$ cat src/rtl/demux32_stream_pkg.sv
// Shared definitions for the demux32_stream 1:2 registered demultiplexer.
// Channel encodings, default sizing constants and the FIFO pointer-width helper.
package demux32_stream_pkg;

    typedef enum logic {
        CH0 = 1'b0,
        CH1 = 1'b1
    } ch_e;

    localparam int DEF_WIDTH = 32;
    localparam int DEF_DEPTH = 2;
    localparam int DEF_CNT_W = 16;

    // One extra MSB beyond the index lets full and empty be told apart.
    function automatic int ptr_width(input int depth);
        return $clog2(depth) + 1;
    endfunction

endpackage

$ cat src/rtl/demux32_stream_fifo.sv
// demux_fifo: synchronous FIFO with a registered head word.
// The head register keeps the last popped word while the FIFO is empty.
module demux_fifo
    import demux32_stream_pkg::*;
#(
    parameter int WIDTH = DEF_WIDTH,
    parameter int DEPTH = DEF_DEPTH
) (
    input  logic             clk_i,
    input  logic             rst_i,
    input  logic             push,
    input  logic             pop,
    input  logic [WIDTH-1:0] din,
    output logic [WIDTH-1:0] dout,
    output logic             full,
    output logic             empty
);

    localparam int PTR_W = ptr_width(DEPTH);
    localparam int IDX_W = PTR_W - 1;

    logic [PTR_W-1:0] wr_ptr_q, wr_ptr_d;
    logic [PTR_W-1:0] rd_ptr_q, rd_ptr_d;
    logic [WIDTH-1:0] mem_q [DEPTH];
    logic [WIDTH-1:0] mem_d [DEPTH];
    logic [WIDTH-1:0] dout_q, dout_d;
    logic             do_push;
    logic             do_pop;

    assign full  = (wr_ptr_q[PTR_W-1] != rd_ptr_q[PTR_W-1]) &&
                   (wr_ptr_q[IDX_W-1:0] == rd_ptr_q[IDX_W-1:0]);
    assign empty = (wr_ptr_q == rd_ptr_q);

    assign do_push = push & ~full;
    assign do_pop  = pop & ~empty;

    always_comb begin
        mem_d    = mem_q;
        wr_ptr_d = wr_ptr_q;
        rd_ptr_d = rd_ptr_q;
        dout_d   = dout_q;
        if (do_push) begin
            mem_d[wr_ptr_q[IDX_W-1:0]] = din;
            wr_ptr_d                   = wr_ptr_q + PTR_W'(1);
        end
        if (do_pop) begin
            rd_ptr_d = rd_ptr_q + PTR_W'(1);
        end
        // Reading the next head from mem_d covers a word written this same cycle.
        if (rd_ptr_d != wr_ptr_d) begin
            dout_d = mem_d[rd_ptr_d[IDX_W-1:0]];
        end
    end

    always_ff @(posedge clk_i) begin
        if (rst_i) begin
            wr_ptr_q <= '0;
            rd_ptr_q <= '0;
            dout_q   <= '0;
        end else begin
            wr_ptr_q <= wr_ptr_d;
            rd_ptr_q <= rd_ptr_d;
            dout_q   <= dout_d;
        end
    end

    always_ff @(posedge clk_i) begin
        mem_q <= mem_d;
    end

    assign dout = dout_q;

endmodule

$ cat src/rtl/demux32_stream.sv
// demux32_stream: steers each accepted word to one of two buffered output channels
// and counts the words delivered on each channel.
module demux32_stream
    import demux32_stream_pkg::*;
#(
    parameter int WIDTH = DEF_WIDTH,
    parameter int DEPTH = DEF_DEPTH,
    parameter int CNT_W = DEF_CNT_W
) (
    input  logic             clk_i,
    input  logic             rst_i,
    input  logic [WIDTH-1:0] data_i,
    input  logic             select_i,
    input  logic             valid_i,
    output logic             ready_o,
    output logic [WIDTH-1:0] data0_o,
    output logic             valid0_o,
    input  logic             ready0_i,
    output logic [WIDTH-1:0] data1_o,
    output logic             valid1_o,
    input  logic             ready1_i,
    output logic [CNT_W-1:0] count0_o,
    output logic [CNT_W-1:0] count1_o
);

    logic             full0, full1;
    logic             empty0, empty1;
    logic             push0, push1;
    logic             pop0, pop1;
    logic [CNT_W-1:0] count0_q, count0_d;
    logic [CNT_W-1:0] count1_q, count1_d;

    // Handshakes: a word moves on any edge where valid and ready are both high.
    // ready_o looks only at the selected FIFO's full flag, never at valid_i or
    // at the downstream readys, so a full FIFO refuses even while it drains.
    assign ready_o = (ch_e'(select_i) == CH1) ? ~full1 : ~full0;

    assign push0 = valid_i & ready_o & (ch_e'(select_i) == CH0);
    assign push1 = valid_i & ready_o & (ch_e'(select_i) == CH1);

    assign valid0_o = ~empty0;
    assign valid1_o = ~empty1;
    assign pop0     = valid0_o & ready0_i;
    assign pop1     = valid1_o & ready1_i;

    demux_fifo #(.WIDTH(WIDTH), .DEPTH(DEPTH)) u_fifo0 (
        .clk_i (clk_i),
        .rst_i (rst_i),
        .push  (push0),
        .pop   (pop0),
        .din   (data_i),
        .dout  (data0_o),
        .full  (full0),
        .empty (empty0)
    );

    demux_fifo #(.WIDTH(WIDTH), .DEPTH(DEPTH)) u_fifo1 (
        .clk_i (clk_i),
        .rst_i (rst_i),
        .push  (push1),
        .pop   (pop1),
        .din   (data_i),
        .dout  (data1_o),
        .full  (full1),
        .empty (empty1)
    );

    // Delivered-word counters wrap freely.
    always_comb begin
        count0_d = count0_q;
        count1_d = count1_q;
        if (pop0) count0_d = count0_q + CNT_W'(1);
        if (pop1) count1_d = count1_q + CNT_W'(1);
    end

    always_ff @(posedge clk_i) begin
        if (rst_i) begin
            count0_q <= '0;
            count1_q <= '0;
        end else begin
            count0_q <= count0_d;
            count1_q <= count1_d;
        end
    end

    assign count0_o = count0_q;
    assign count1_o = count1_q;

endmodule

$ cat config.mk
export PLATFORM = sky130hd
export DESIGN_NAME = demux32_stream
export DESIGN_NICKNAME = d
export VERILOG_FILES = /design/src/rtl/demux32_stream_pkg.sv /design/src/rtl/demux32_stream_fifo.sv /design/src/rtl/demux32_stream.sv
export SDC_FILE = /design/constraint.sdc
export NUM_CORES = 1
export LEC_CHECK = 0
export ABC_AREA = 1
export CORE_ASPECT_RATIO = 1.1
export CORE_UTILIZATION = 49
export DETAILED_ROUTE_END_ITERATION = 12
export PLACE_DENSITY = 0.72
export SLEW_MARGIN = 20
export SYNTH_ARGS = -nofsm -noshare
export SYNTH_HDL_FRONTEND = slang
export SYNTH_SLANG_ARGS = --single-unit
$ cat constraint.sdc
create_clock -name clk_i -period 2 [get_ports clk_i]
set_clock_uncertainty 0.05 [all_clocks]
set_input_delay 0.5 -clock clk_i [delete_from_list [all_inputs] [get_ports clk_i]]
set_output_delay 0.5 -clock clk_i [all_outputs]
set_load 0.02 [all_outputs]
==> results.cfg <==
[outcome]
status = finished with violations
failed_checks = setup timing

[power_and_ir_drop]
cellInternalPower_w = 0.0122
p_leak_nw = 7.17
power_per_cell_area_nw_per_um2 = 1350
power.switching_w = 0.00684
peakVddDrop_v = 0.000720
clkPwrFrac_pct = 26.3
sw_ratio_pct = 35.9
sequentialPowerShare_pct = 35.1
power.share.combinational_pct = 38.7

[clock_tree]
postCtsHoldBufs = 0
worst_setup_hold_path_clk_slew_ps = 60
maximum_number_of_buffers_from_clock_root_to_sink = 3
root_buffer_selected_by_cts = sky130_fd_sc_hd__clkbuf_16
numClockSinks = 232
cts_inserted_buffers = 25
insertion_delay_ps = 520
cts_tree = built
htree_levels = 1

[floorplan]
dieHeight_um = 158
coreArea_um2 = 21500
dieWidth_um = 144
floorplan.initialDensity_pct = 50.4
fp.dieArea_um2 = 22700
io_pins = 137
num_rows = 56

[global_route]
grt_use_total_pct = 24.8
gr-usage-met1_pct = 33.4
grt_met3_use_pct = 3.24
grt_max_degree = 60
wire_length_of_the_first_global_routing_pass_mm = 46.0
grt.overflow.total = 0
grt_pass1_vias = 9667
grtUsageMet2_pct = 41.9
busiest_layer = met2
number_of_antenna_violations_at_the_first_check_in_global_routing = 0

[sta]
final_setup_tns_ps = -36.7
final-hold-violation-count = 0
timing.final.crit_share_pct = 102
max-slew-margin-rel_pct = 63.9
worst_pin_slew_ps = 541
maxSlewViolCount = 0
setup_repair_after_global_routing_missed_its_margin = true
achievable-frequency_mhz = 491
final_setup_vio_count = 1
setup_slack_ps = -36.7
timing.final.crit_period_ps = 2040

[yosys]
synthesis.area_per_instance_um2 = 6.57
syn-num-nets = 1690
ys_dominant_reg_cell = sky130_fd_sc_hd__dfxtp_1
postSynth.asyncResetShare_pct = 0
synth_area_um2 = 10800
number_of_enable_flip_flop_cells_after_synthesis = 0
synthCells = 1650
synth_top_area_share_pct = 42.8
synth_cell_type_count = 36
synthTopCellsByArea = sky130_fd_sc_hd__dfxtp_1 (43%), sky130_fd_sc_hd__nand2_1 (25%), sky130_fd_sc_hd__o21ai_0 (5.2%)
yosysTopAreaCell = sky130_fd_sc_hd__dfxtp_1
yosysWarnings = 0
synth.yosys.seq_area_share_pct = 42.8
synth_seq_cells = 232

[placement]
place_area_um2 = 13000
io_buffer_count = 136
post-place-cells = 2081
finalWeightedCongestion = 0.800
hpwl_mm = 19.2

[critical_path]
critPathTopFamily = flip-flops
total_buffers_and_inverters_traversed_by_the_critical_path = 3
cp_common_cell = sky130_fd_sc_hd__nand2_2
worstSetupPathDepth = 8
slowest_stage = sky130_fd_sc_hd__dfxtp_2
crit_chain = inv_2 > nand2_2 > nand2_2 > nand2_2 > buf_12 > nand2_4 > nand2_4 > buf_6
crit_path_start_kind = register
cp_slowest_stage_delay_ps = 340
timing.critical_path.arrival_ps = 1490
worst-setup-path-type = register to output port
worst-path-max-fanout = 8
worst_setup_ep_type = output port
r2r.worst_path.cells = 13
critPathRequiredTime_ps = 1450

[job]
drv_cap = 0

[drt]
vias = 10576
wl_per_cell_um = 13.3
detail_route.wirelength_mm = 28.4
drt_drc_violations_left = 0
detail_route.vias_per_cell = 4.95
drt-pass1-iter-count = 5
drt_iter0_markers = 712
final_antenna_net_count = 0

[cells_and_area]
post_layout_nonfiller_instances = 2136
final_net_count = 1870
antenna_cells = 0
design_area_um2 = 14100
layout_cell_share_with_drive_strength_beyond_1_pct = 11.4
area_delta_synth_final_pct = 30.5

[hold_path]
holdPathStages = 2
hold_class = register to register
cell families (layout without fill, tap and decap cells):
group / after synthesis / count (layout) / synth area share, %
AOI/OAI and AO/OA: 199 / 199 / 9.32
and+or+nand+nor: 984 / 985 / 37.8
DFF: 232 / 232 / 42.8
xor gates and xnor gates: 11 / 11 / 0.889
adders and majority gates: 2 / 2 / 0.231
buffers and inverters: 222 / 417 / 8.91
timing repair:
action                                 in CTS  in global routing
buffers inserted                            0                  6
pin swaps                                   3                  9
gates cloned                                0                  6
gates resized for setup                   120                 49
endpoints found under the hold margin       0                  0
setup endpoints to repair                  99                 65
layout by cell type, fill, tap and decap left out, types with 2 or more instances in the layout:
cell	count
sky130_fd_sc_hd__nand2_1	705
sky130_fd_sc_hd__dfxtp_1	224
sky130_fd_sc_hd__inv_1	120
sky130_fd_sc_hd__nor2_1	117
sky130_fd_sc_hd__o21ai_0	113
sky130_fd_sc_hd__dlygate4sd2_1	96
sky130_fd_sc_hd__buf_4	74
sky130_fd_sc_hd__a21oi_1	65
sky130_fd_sc_hd__nand3_1	57
sky130_fd_sc_hd__clkdlybuf4s50_1	35
sky130_fd_sc_hd__clkbuf_16	28
sky130_fd_sc_hd__nand3b_1	27
sky130_fd_sc_hd__and2_1	21
sky130_fd_sc_hd__buf_12	17
sky130_fd_sc_hd__nand4_1	16
sky130_fd_sc_hd__nand2_4	14
sky130_fd_sc_hd__buf_6	13
sky130_fd_sc_hd__nand2_2	10
sky130_fd_sc_hd__o21ai_1	10
sky130_fd_sc_hd__inv_2	8
sky130_fd_sc_hd__xor2_1	8
sky130_fd_sc_hd__dfxtp_2	8
sky130_fd_sc_hd__nor3_1	6
sky130_fd_sc_hd__clkbuf_8	6
sky130_fd_sc_hd__a21oi_2	5
sky130_fd_sc_hd__bufinv_16	5
sky130_fd_sc_hd__nor2_2	3
sky130_fd_sc_hd__nand3_2	3
sky130_fd_sc_hd__clkbuf_1	3
sky130_fd_sc_hd__clkinv_2	3
sky130_fd_sc_hd__inv_4	2
sky130_fd_sc_hd__nand3_4	2
sky130_fd_sc_hd__xnor2_1	2
sky130_fd_sc_hd__a31oi_1	2
sky130_fd_sc_hd__ha_1	2
sky130_fd_sc_hd__dlymetal6s2s_1	2
sky130_fd_sc_hd__buf_8	2
metrics by stage:
stage | total power, W | util (%) | setup slack (ps) | hold slack [ps]
floorplan | 0.0114 | - | 131 | 387
global placement | 0.0138 | 60.5 | -497 | 398
detailed placement | 0.0140 | 60.5 | -505 | 404
CTS | 0.0187 | 64.2 | -71.7 | 412
global route | 0.0204 | 65.8 | -99.4 | 429
finish | 0.0190 | 65.8 | -36.7 | 415
metal layers:
layer  routed length, um  up-vias
met5                   0        -
met4                 401        0
met3                1310       30
met2               13700      248
met1               13100     4809
li1                    -     5489
Yosys cell counts, types with 2 or more instances:
cell type	count
sky130_fd_sc_hd__a21oi_1	70
sky130_fd_sc_hd__a31oi_1	2
sky130_fd_sc_hd__and2_1	21
sky130_fd_sc_hd__buf_1	4
sky130_fd_sc_hd__buf_2	36
sky130_fd_sc_hd__buf_4	12
sky130_fd_sc_hd__buf_6	5
sky130_fd_sc_hd__clkbuf_1	33
sky130_fd_sc_hd__clkinv_1	2
sky130_fd_sc_hd__dfxtp_1	232
sky130_fd_sc_hd__ha_1	2
sky130_fd_sc_hd__inv_1	123
sky130_fd_sc_hd__inv_2	5
sky130_fd_sc_hd__inv_4	2
sky130_fd_sc_hd__nand2_1	713
sky130_fd_sc_hd__nand2_2	10
sky130_fd_sc_hd__nand2_4	6
sky130_fd_sc_hd__nand3_1	58
sky130_fd_sc_hd__nand3_2	3
sky130_fd_sc_hd__nand3b_1	27
sky130_fd_sc_hd__nand4_1	16
sky130_fd_sc_hd__nor2_1	119
sky130_fd_sc_hd__nor3_1	6
sky130_fd_sc_hd__o21ai_0	113
sky130_fd_sc_hd__o21ai_1	10
sky130_fd_sc_hd__xnor2_1	3
sky130_fd_sc_hd__xor2_1	8
cell type report:
| cell class | instances | area [um2] |
|---|---|---|
| clock buffers | 34 | 719 |
| multi-input cells | 1197 | 5370 |
| clock inverters | 9 | 174 |
| fillers | 1885 | 7360 |
| inverters | 132 | 504 |
| well taps | 290 | 363 |
| flip-flops and latches | 232 | 4650 |
| repair buffers | 242 | 2360 |
power by group through the flow:
| stage | clock network [W] | registers [W] | logic [W] |
|---|---|---|---|
| final | 0.00500 | 0.00668 | 0.00737 |
| after global placement | 0 | 0.00671 | 0.00711 |
| after global routing | 0.00527 | 0.00683 | 0.00826 |
| after floorplan | 0 | 0.00727 | 0.00410 |
| after CTS | 0.00509 | 0.00667 | 0.00697 |
| after detailed placement | 0 | 0.00676 | 0.00725 |
state kept, by name, indices dropped and copies added, names as in the netlist:
signal	count
u_fifo1.wr_ptr_q	2
u_fifo1.rd_ptr_q	2
u_fifo0.dout	32
u_fifo1.dout	32
u_fifo0.wr_ptr_q	2
u_fifo1.mem_q	64
u_fifo0.mem_q	64
count0_o	16
count1_o	16
u_fifo0.rd_ptr_q	2
final timing paths:
| kind | start | to | slack, ps |
|---|---|---|---|
| worst max register to register | u_fifo0.wr_ptr_q[0] | u_fifo0.dout[15] | 20 |
| worst min register to register | u_fifo1.mem_q[47] | u_fifo1.mem_q[47] | 410 |
| worst max-delay path | u_fifo0.wr_ptr_q[0] | ready_o | -40 |
| worst min-delay path | u_fifo1.mem_q[47] | u_fifo1.mem_q[47] | 410 |
worst reg2reg max path, delay by kind of cell (launching register included):
family,cells,cell delay [ps]
AOI/OAI and AO/OA,1,160
and+or+nand+nor,8,790
DFF,1,340
buffers and inverters,4,540
Power figures use the tool's default switching activity.
